$ cat src/rtl/i2c_pkg.sv
// Shared encodings for the I2C SCL timing generator and the bit engine.
// Phase codes match the phase output; state codes are shared with the bit engine.
package i2c_pkg;

    localparam logic [1:0] PH_LOW_A  = 2'd0;
    localparam logic [1:0] PH_LOW_B  = 2'd1;
    localparam logic [1:0] PH_HIGH_A = 2'd2;
    localparam logic [1:0] PH_HIGH_B = 2'd3;

    typedef enum logic [2:0] {
        ST_IDLE   = 3'd0,
        ST_LOW_A  = 3'd1,
        ST_LOW_B  = 3'd2,
        ST_HIGH_A = 3'd3,
        ST_HIGH_B = 3'd4
    } scl_state_t;

endpackage

$ cat src/rtl/i2c_scl_gen_timer.sv
// Quarter-phase timer for the SCL generator: counts up from 0 and flags count == limit.
// clear wins over hold; the owner clears it on every phase entry so it never wraps.
module i2c_phase_timer
    import i2c_pkg::*;
#(
    parameter int DIV_WIDTH = 8
) (
    input  logic                 clock,
    input  logic                 reset_n,
    input  logic                 clear,
    input  logic                 hold,
    input  logic [DIV_WIDTH-1:0] limit,
    output logic [DIV_WIDTH-1:0] count,
    output logic                 done
);

    always_ff @(posedge clock) begin
        if (!reset_n) begin
            count <= '0;
        end else if (clear) begin
            count <= '0;
        end else if (!hold) begin
            count <= count + DIV_WIDTH'(1);
        end
    end

    assign done = (count == limit);

endmodule

$ cat src/rtl/i2c_scl_gen.sv
// SCL bit-timing generator: four quarter-phases per bit, open-drain enable and phase ticks.
// Clock stretching in HIGH_A is compiled in only when I2C_SCL_STRETCH_EN is defined.
//
//   state     | meaning
//   ----------+-----------------------------------------------
//   ST_IDLE   | SCL released, waiting for en
//   ST_LOW_A  | SCL pulled low, first quarter (div latched on entry)
//   ST_LOW_B  | SCL pulled low, SDA change point on entry
//   ST_HIGH_A | SCL released, may wait for bus to read high
//   ST_HIGH_B | SCL released, SDA sample point on entry
module i2c_scl_gen
    import i2c_pkg::*;
#(
    parameter int DIV_WIDTH = 8
) (
    input  logic                 clock,
    input  logic                 reset_n,
    input  logic                 en,
    input  logic [DIV_WIDTH-1:0] div,
    input  logic                 scl_in,
    output logic                 scl_oe,
    output logic [1:0]           phase,
    output logic                 tick,
    output logic                 bit_done,
    output logic                 busy,
    output logic                 stretching
);

    scl_state_t           state;
    logic [DIV_WIDTH-1:0] div_q;
    logic [DIV_WIDTH-1:0] count;
    logic                 done;
    logic                 hold;
    logic                 phase_end;
    logic                 clear;

`ifdef I2C_SCL_STRETCH_EN
    logic stretch_q;
    assign hold       = stretch_q;
    assign stretching = stretch_q;
`else
    logic unused_scl_in;
    assign unused_scl_in = scl_in;
    assign hold          = 1'b0;
    assign stretching    = 1'b0;
`endif

    // A held timer sits at 0, which equals div_q when div is 0; hold must block the end.
    assign phase_end = done && !hold && (state != ST_IDLE);
    assign clear     = phase_end || (state == ST_IDLE);

    i2c_phase_timer #(
        .DIV_WIDTH(DIV_WIDTH)
    ) u_timer (
        .clock  (clock),
        .reset_n(reset_n),
        .clear  (clear),
        .hold   (hold),
        .limit  (div_q),
        .count  (count),
        .done   (done)
    );

    always_ff @(posedge clock) begin
        if (!reset_n) begin
            state    <= ST_IDLE;
            div_q    <= '0;
            scl_oe   <= 1'b0;
            phase    <= PH_LOW_A;
            tick     <= 1'b0;
            bit_done <= 1'b0;
            busy     <= 1'b0;
`ifdef I2C_SCL_STRETCH_EN
            stretch_q <= 1'b0;
`endif
        end else begin
            tick     <= 1'b0;
            bit_done <= 1'b0;
            case (state)
                ST_IDLE: begin
                    if (en) begin
                        state  <= ST_LOW_A;
                        div_q  <= div;
                        phase  <= PH_LOW_A;
                        tick   <= 1'b1;
                        scl_oe <= 1'b1;
                        busy   <= 1'b1;
                    end
                end
                ST_LOW_A: begin
                    if (phase_end) begin
                        state <= ST_LOW_B;
                        phase <= PH_LOW_B;
                        tick  <= 1'b1;
                    end
                end
                ST_LOW_B: begin
                    if (phase_end) begin
                        state  <= ST_HIGH_A;
                        phase  <= PH_HIGH_A;
                        tick   <= 1'b1;
                        scl_oe <= 1'b0;
`ifdef I2C_SCL_STRETCH_EN
                        stretch_q <= !scl_in;
`endif
                    end
                end
                ST_HIGH_A: begin
                    if (phase_end) begin
                        state    <= ST_HIGH_B;
                        phase    <= PH_HIGH_B;
                        tick     <= 1'b1;
                        bit_done <= (div_q == '0);
                    end
`ifdef I2C_SCL_STRETCH_EN
                    else begin
                        // Once the bus has been seen high the phase counts out normally.
                        stretch_q <= stretch_q && !scl_in;
                    end
`endif
                end
                ST_HIGH_B: begin
                    if (phase_end) begin
                        tick  <= en;
                        phase <= PH_LOW_A;
                        if (en) begin
                            state  <= ST_LOW_A;
                            div_q  <= div;
                            scl_oe <= 1'b1;
                        end else begin
                            state <= ST_IDLE;
                            busy  <= 1'b0;
                        end
                    end else begin
                        bit_done <= ((count + DIV_WIDTH'(1)) == div_q);
                    end
                end
                default: begin
                    state  <= ST_IDLE;
                    phase  <= PH_LOW_A;
                    scl_oe <= 1'b0;
                    busy   <= 1'b0;
                end
            endcase
        end
    end

endmodule

$ cat config.mk
export PLATFORM = sky130hd
export DESIGN_NAME = i2c_scl_gen
export DESIGN_NICKNAME = d
export VERILOG_FILES = /design/src/rtl/i2c_pkg.sv /design/src/rtl/i2c_scl_gen_timer.sv /design/src/rtl/i2c_scl_gen.sv
export SDC_FILE = /design/constraint.sdc
export NUM_CORES = 1
export LEC_CHECK = 0
export BUFFER_PORTS_ARGS = -buffer_cell sky130_fd_sc_hd__clkbuf_2
export CAP_MARGIN = 20
export CORE_MARGIN = 1.5
export CORE_UTILIZATION = 35
export DETAILED_ROUTE_END_ITERATION = 7
export HOLD_SLACK_MARGIN = 0.1
export PLACE_DENSITY = 0.61
export REMOVE_ABC_BUFFERS = 1
export SLEW_MARGIN = 20
export SYNTH_ARGS = -nofsm -noshare
export SYNTH_HDL_FRONTEND = slang
export SYNTH_SLANG_ARGS = --single-unit
$ cat constraint.sdc
create_clock -name clock -period 4.9 [get_ports clock]
set_input_delay 0 -clock clock [delete_from_list [all_inputs] [get_ports clock]]
set_output_delay 0 -clock clock [all_outputs]
set_load 0.02 [all_outputs]
## Word level (Yosys, flattened, before mapping)

Cells that the tools add are included.
Widths: inputs -> output; s select.

- Register bits after elaboration: 25
- Input port bits: 12
- Output and inout bits: 7
- Logic and storage cells: 68

- $add $sub $neg: 1
- Equal/unequal tests: 12
- Muxes and demuxes: 31
- Bitwise gates (word level): 3
- Reduce and logical (&&, ||, !) cells: 13

Operators with widths:

| kind | count |
|---|---|
| $eq 8x8->1 | 2 |
| $mux 8 | 2 |
| $pmux 8 s2 | 1 |
| $mux 3 | 5 |
| $pmux 3 s5 | 1 |
| $mux 1 | 12 |
| $ne 2x2->1 const B | 6 |
| $mux 2 | 5 |
| $pmux 2 s5 | 1 |
| $add 8x1->8 const B | 1 |
| $logic_not 8->1 | 1 |
| $eq 3x2->1 const B | 2 |
| $pmux 1 s3 | 2 |
| $reduce_and 5->1 | 1 |
| $pmux 1 s4 | 1 |
| $reduce_and 4->1 | 1 |
| $reduce_or 2->1 | 2 |
| $eq 3x1->1 const B | 1 |
| $eq 3x3->1 const B | 1 |
| $logic_not 3->1 | 1 |
| $not 1->1 | 3 |
| $reduce_and 3->1 | 1 |
| $reduce_bool 3->1 | 1 |
| $reduce_or 3->1 | 1 |
| 5 further kinds | 5 |

## Logic depth before layout (Yosys ltp)

Gate-level depths: netlist of run 1.

- Word-level depth: 4
- Mapped depth: 7

## Hierarchy

A second synthesis of run 1 with hierarchy kept.

- Cell total of the unflattened synthesis: 170
- Area total of the unflattened synthesis: 1,500.2 sq um

Modules (own cells, without submodules):

| module | times used | cells each | area an instance (sq um) | sequential area each (sq um) |
|---|---|---|---|---|
| i2c_scl_gen | 1 | 122 | 1,066.0 | 340.3 |
| i2c_phase_timer | 1 | 48 | 434.2 | 160.2 |

## Worst setup path before layout of run 1

No wires, ideal clock.

- Kind: reg-to-reg
- From: reg u_timer.count[4]
- To: reg scl_oe
- Arrival time: 1.620 ns
- Data required time: 4.814 ns
- Path slack: 3.194 ns
- Cell stages (with the launch flop): 6
- Buffers on the path: 0
- Period minus slack after synthesis: 1.706 ns
- Path through: dfxtp_1 > xor2_1 > or4_4 > nor2_8 > o211ai_2 > a221oi_2

- Word-level cells in the longest chain between the ends: 4
- Elaborated cells on any way between the ends: 5

Ends and longest elaborated chain:

| what | RTL line | text |
|---|---|---|
| from (decl) | i2c_scl_gen_timer.sv:13 | `output logic [DIV_WIDTH-1:0] count,` |
| from (signal assigned) | i2c_scl_gen_timer.sv:23 | `count <= count + DIV_WIDTH'(1);` |
| $eq 8x8->1 (*) | i2c_scl_gen_timer.sv:27 | `assign done = (count == limit);` |
| $logic_and 1x1->1 (*) | i2c_scl_gen.sv:49 | `assign phase_end = done && !hold && (state != ST_IDLE);` |
| $ne 2x2->1 (no line) | -- |  |
| $reduce_and 3->1 (no line) (*) | -- |  |
| to (signal assigned) | i2c_scl_gen.sv:68 | `scl_oe <= 1'b0;` |
| to (signal assigned) | i2c_scl_gen.sv:86 | `scl_oe <= 1'b1;` |
| to (signal assigned) | i2c_scl_gen.sv:102 | `scl_oe <= 1'b0;` |
| to (decl) | i2c_scl_gen.sv:21 | `output logic scl_oe,` |

Every way passes the cells marked *; elsewhere a longest branch is shown, timed or not.
A chain may end at the register's enable or synchronous reset.

## Worst setup path in the final report of run 1

- From: reg u_timer.count[4]
- To: reg bit_done

- Word-level cells in the longest chain between the ends: 4
- Elaborated cells on any way between the ends: 7

Ends and longest elaborated chain:

| what | RTL line | text |
|---|---|---|
| $add 8x1->8 / $eq 8x8->1 (equally long branches) | i2c_scl_gen.sv:135, i2c_scl_gen_timer.sv:27 |  |
| $eq 8x8->1 / $logic_and 1x1->1 (equally long branches) | i2c_scl_gen.sv:135, i2c_scl_gen.sv:49 |  |
| $mux 1 (on tied branches) | i2c_scl_gen.sv:123, i2c_scl_gen.sv:109 |  |
| $pmux 1 s2 (*) | i2c_scl_gen.sv:79 | `case (state)` |
| to (signal assigned) | i2c_scl_gen.sv:113 | `bit_done <= (div_q == '0);` |
| to (signal assigned) | i2c_scl_gen.sv:135 | `bit_done <= ((count + DIV_WIDTH'(1)) == div_q);` |
| to (decl) | i2c_scl_gen.sv:24 | `output logic bit_done,` |

Marked as above.

==> out/qor.yml, run 1 <==
setup_viol: 0
drt_first_pass_iters: 4
synthMuxAreaShare: 0.00701
wl_per_cell_um: 13.0
nets: 204
num_io_pins: 19
crit_required_ps: 5070
wl_met3_um: 62
cts_tree: "yes"
rows: 23
slew-limit-headroom: 0.388
synthSimpleGateAreaFrac: 0.238
r2r_slack_ps: 2600
power_density_nw_per_um2: 340
routed_via_density: 5.20
final_cell_mix: "dfxtp_1 (25), nor2_1 (17), clkbuf_2 (16)"
fin_worst_skew_ps: 3.37
grt_max_degree: 16
dpl.hpwl_um: 2260
critPathMaxStageDelay_ps: 740
wl_met1_um: 1630
grt_usage: 0.156
critPathCaptureType: "register"
die_h_um: 66.9
gr-total-overflow: 0
synth_ff_type: "dfxtp_1"
period_minus_slack_ps: 2300
mostFrequentLayoutCell: "dfxtp_1"
synth-edff-count: 0
hold_path_class: "reg2reg"
crit_end: "bit_done"
ys_warn_count: 0
synthAdderAreaFrac: 0.00876
crit_type: "reg2reg"
via_count: 1249
arrival_ps: 2470
synthArstFlopShare: 0
top_layer: "met4"
cts_buffers: 3
antenna_found_initial: 0
hold_viol_final: 0
worst_slew_pin_slew_ps: 918
cpMaxStageDelayCell: "a21oi_1"
htreeDepth: 1
r2r-start: "u_timer.count[4]"
netlist_area_um2: 1430
fin_hold_ws_ps: 479
r2r_cells: 5
slew_viol_final: 0
die_x_um: 66.9
fmax_mhz: 434
syn_inst: 168
grt_pass1_wl_um: 5350
r2r_end: "bit_done"
cp_max_fo: 12
status: "completed"
initial_core_util: 0.359
synth_xor_area_frac: 0.143
diodes: 0
crit_chain: "xor2_1 > nor4_1 > a21oi_1 > nand4_1 > o41ai_1"
maxCapViolCount: 0
syn_avg_cell_area_um2: 8.50
clockBufferDepth: 2
cts_sinks: 25
tns_ps: 0
finalCritPeriodShare: 0.470
gp_congestion: 0.796
wl_met2_um: 1400
yosysSeqAreaShare: 0.351
numPortBuffers: 16
coreArea_um2: 3970
synth-seq-cells: 25
clkLatencyLatePin_ps: 270
drt_wl_total_um: 3130
path_clk_slew_ps: 90
fp.dieArea_um2: 4470
final_core_util: 0.423
critPathLaunch: "u_timer.count[4]"
postCtsSetupBuffers: 0
ys_types: 47
clockRootBuffer: "clkbuf_8"
synth_top_family_by_area: "simple AND/OR/NAND/NOR gates"
remaining_drc_errors: 0
critPathLaunchType: "register"
synth_compound_area_frac: 0.209
drive_gt1_frac: 0.142
rsz0062_at_grt: "false"
syn2layout_area_growth_pct: 17.7
drtIter0Drc: 35
grt_pass1_vias: 1135
postRouteAntennaNets: 0
p_leak_nw: 0.656
ir_worst_vdd_uv: 201
[worst min path at each step]
stage                     cells after the start     from  endpoint  slack (ps)
after floorplan                               1  reset_n      tick         120
after global placement                        3   div[1]  div_q[1]         240
after detailed placement                      3   div[1]  div_q[1]         240
after CTS                                     2   scl_oe    scl_oe         490
after global routing                          2   scl_oe    scl_oe         520
final                                         2   scl_oe    scl_oe         480
[area by class of cell]
type,instances,area (um2)
well taps,50,62.6
fillers,417,2290
inverters,6,22.5
clock inverters,1,5.00
flip-flops and latches,25,500
repair buffers,26,180
clock buffers,3,41.3
multi-input cells,129,868
[where the power goes]
part / switching (mW) / internal (mW) / total (mW)
Combinational: 0.112 / 0.0806 / 0.192
Sequential: 0.0283 / 0.225 / 0.253
Clock: 0.0686 / 0.0570 / 0.126
Total: 0.208 / 0.363 / 0.571
[through the flow]
| step | area (um2) | setup WS, ps | total power [mW] | std cells |
|---|---|---|---|---|
| after floorplan | 1390 | 3170 | 0.399 | 160 |
| after detailed placement | 1530 | 2560 | 0.443 | 226 |
| after global routing | 1680 | 2360 | 0.605 | 240 |
| after global placement | 1530 | 2600 | 0.443 | 226 |
| final | 1680 | 2600 | 0.571 | 240 |
| after CTS | 1680 | 2540 | 0.573 | 240 |
[layer usage]
layer,up-vias,global-route usage
met5,-,0
met4,0,0.0536
met3,4,0.0203
met2,16,0.243
met1,576,0.220
li1,653,-
[cells by family (layout without fill, tap and decap cells)]
kind of cell | Yosys count | in the layout
AOI/OAI and AO/OA | 44 | 44
and+or+nand+nor | 62 | 62
other | 1 | 1
DFF | 25 | 25
muxes | 1 | 1
adders and majority gates | 1 | 1
buffers and inverters | 14 | 36
xor gates and xnor gates | 20 | 20
[sequential cells by signal (all words and copies together) (netlist names)]
register and flops:
u_timer.count 8, phase 2, bit_done 1, busy 1
div_q 8, tick 1, scl_oe 1, state 3
[Yosys cell counts, types with 2 or more instances]
cell type | instances | share of area
nand3_1 | 14 | 0.049
xor2_1 | 10 | 0.061
o21ai_1 | 3 | 0.011
nand4_1 | 5 | 0.022
clkbuf_1 | 5 | 0.013
xnor2_1 | 8 | 0.049
nor2_1 | 17 | 0.045
nor4_1 | 3 | 0.013
o21ai_0 | 9 | 0.032
a21oi_1 | 14 | 0.049
nor2b_1 | 3 | 0.013
buf_2 | 2 | 0.0070
or4_4 | 2 | 0.016
dfxtp_1 | 25 | 0.35
a31oi_1 | 2 | 0.0088
and3_1 | 2 | 0.0088
nand2_1 | 6 | 0.016
o211ai_1 | 3 | 0.016
and2_1 | 2 | 0.0088
inv_1 | 5 | 0.013
nor3_1 | 2 | 0.0070
[timing repair]
item	CTS	global route
hold endpoints to repair	11	0
hold buffers	10	0
resized for setup	0	0
[worst max-delay path, delay by kind of cell, from the launching register on]
family / cells / cell delay (ps)
and+or+nand+nor: 2 / 350
xor gates and xnor gates: 1 / 350
AOI/OAI and AO/OA: 2 / 1050
DFF: 1 / 450
(Power assumes the default switching activity.)
==> run 2: changes to the inputs <==
==> constraint.sdc (replaced) <==
create_clock -name clock -period 2.2 [get_ports clock]
set_input_delay 0 -clock clock [delete_from_list [all_inputs] [get_ports clock]]
set_output_delay 0 -clock clock [all_outputs]
set_load 0.02 [all_outputs]
==> out/qor.yml, run 2 (synthesis results as in run 1) <==
cts_tree: "yes"  # unchanged
cpMaxStageDelayCell: "dfxtp_1"  # was a21oi_1
status: "completed"  # unchanged
antenna_found_initial: 0  # unchanged
wl_per_cell_um: 13.1  # was 13.0 um
p_switching_uw: 471  # was 208 uW
nFillCells: 406  # was 417
maxCapViolCount: 0  # unchanged
nets: 214  # was 204
final_cell_mix: "dfxtp_1 (25), nor2_1 (17), clkbuf_2 (16)"  # unchanged
crit_family: "compound AO/OA/AOI/OAI gates"  # unchanged
grt_max_degree: 15  # was 16
cts_buffers: 3  # unchanged
combinationalPowerShare: 0.359  # was 0.336
period_minus_slack_ps: 1940  # was 2300 ps
via_count: 1290  # was 1249
ctsResizeCount: 0  # unchanged
coreArea_um2: 3970  # unchanged
crit_buf_inv: 2  # was 0
drt_wl_total_um: 3290  # was 3130 um
cp_max_fo: 6  # was 12
p_leak_nw: 0.703  # was 0.656 nW
finalCritPeriodShare: 0.883  # was 0.470
htreeDepth: 1  # unchanged
critPathCaptureType: "register"  # unchanged
syn2layout_area_growth_pct: 22.9  # was 17.7%
cts_hold_buf: 10  # unchanged
routed_via_density: 5.16  # was 5.20
postCtsSetupBuffers: 0  # unchanged
numPortBuffers: 16  # unchanged
postRouteAntennaNets: 0  # unchanged
clockRootBuffer: "clkbuf_8"  # unchanged
path_clk_slew_ps: 90  # about the same
path_common_cell: "buf_4"
critPathLaunch: "u_timer.count[4]"  # unchanged
hold_viol_final: 0  # unchanged
wl_met3_um: 70  # was 62 um
rsz0062_at_grt: "false"  # unchanged
r2r-start: "u_timer.count[4]"  # unchanged
die_h_um: 66.9  # unchanged
tns_ps: 0  # unchanged
critPathMaxStageDelay_ps: 450  # was 740 ps
arrival_ps: 2090  # was 2470 ps
drtIter0Drc: 40  # was 35
fin_worst_skew_ps: 7.76  # was 3.37 ps
diodes: 0  # unchanged
setup_viol: 0  # unchanged
crit_type: "reg2reg"  # unchanged
grt_pass1_wl_um: 5400  # was 5350 um
grt_usage: 0.161  # was 0.156
p_clk_frac: 0.210  # was 0.220
dpl.hpwl_um: 2360  # was 2260 um
grt_pass1_vias: 1173  # was 1135
clkLatencyLatePin_ps: 270  # about the same
placed_cells: 236  # was 226
min_from: "scl_oe"  # unchanged
num_io_pins: 19  # unchanged
slew_viol_final: 0  # unchanged
gr-total-overflow: 0  # unchanged
rows: 23  # unchanged
die_x_um: 66.9  # unchanged
clockBufferDepth: 2  # unchanged
power_frac_seq: 0.431  # was 0.444
p_int_uw: 842  # was 363 uW
power_density_nw_per_um2: 749  # was 340 nW/um2
power_switching_share: 0.359  # was 0.365
fp.dieArea_um2: 4470  # unchanged
initial_core_util: 0.359  # unchanged
drive_gt1_frac: 0.180  # was 0.142
drt_first_pass_iters: 4  # unchanged
finalNonFillerCells: 250  # was 240
fin_hold_ws_ps: 470  # was 479 ps
r2r_slack_ps: 260  # was 2600 ps
ir_worst_vdd_uv: 362  # was 201 uV
top_layer: "met4"  # unchanged
wl_met1_um: 1670  # was 1630 um
critPathLaunchType: "register"  # unchanged
hold_path_class: "reg2reg"  # unchanged
crit_chain: "xor2_1 > nor4_1 > buf_4 > a21oi_1 > buf_4 > nand4_1 > o41ai_1"  # was xor2_1 > nor4_1 > a21oi_1 > nand4_1 > o41ai_1
remaining_drc_errors: 0  # unchanged
wl_met2_um: 1490  # was 1400 um
fmax_mhz: 515  # was 434 MHz
gp_congestion: 0.792  # was 0.796
crit_required_ps: 2350  # was 5070 ps
top_regs: "div_q (8), u_timer.count (8), state (3)"  # unchanged
mostFrequentLayoutCell: "dfxtp_1"  # unchanged
cts_sinks: 25  # unchanged
==> run 2: power by group through the flow <==
stage,Clock (mW),Combinational (mW),Sequential (mW)
after CTS,0.282,0.472,0.566
after detailed placement,0,0.457,0.576
after global routing,0.305,0.515,0.577
after floorplan,0,0.306,0.582
after global placement,0,0.455,0.575
final,0.276,0.471,0.567
==> run 2: through the flow <==
stage / cell area, um2 / setup slack (ps) / util / power [mW]
after floorplan: 1390 / 465 / - / 0.888
after global placement: 1610 / 344 / 0.405 / 1.03
after detailed placement: 1610 / 323 / 0.405 / 1.03
after CTS: 1750 / 278 / 0.442 / 1.32
after global routing: 1750 / 65.9 / 0.442 / 1.40
final: 1750 / 258 / 0.442 / 1.31
==> run 2: routing by layer <==
| metal | vias up | track usage |
|---|---|---|
| met5 | - | 0 |
| met4 | 0 | 0.0536 |
| met3 | 5 | 0.0253 |
| met2 | 17 | 0.263 |
| met1 | 593 | 0.215 |
| li1 | 675 | - |
==> run 2: worst reg2reg max path, delay by kind of cell, from the launching register on <==
family | cells | cell delay (ps)
AOI/OAI and AO/OA | 2 | 480
xor gates and xnor gates | 1 | 360
buffers and inverters | 2 | 330
DFF | 1 | 450
and+or+nand+nor | 2 | 200
==> run 2: path summary, 6_finish.rpt <==
| kind | to | cells past startpoint |
|---|---|---|
| setup / recovery | bit_done | 7 |
| hold / removal | scl_oe | 2 |
| setup reg to reg | bit_done | 7 |
| hold reg to reg | scl_oe | 2 |
==> run 2: final cells by class <==
| cell class | instances | area (um2) | share of cell area |
|---|---|---|---|
| inverters | 6 | 22.5 | 0.0128 |
| clock buffers | 4 | 45.0 | 0.0257 |
| flip-flops and latches | 25 | 500 | 0.285 |
| well taps | 50 | 62.6 | 0.0357 |
| repair buffers | 36 | 255 | 0.146 |
| multi-input cells | 129 | 868 | 0.495 |
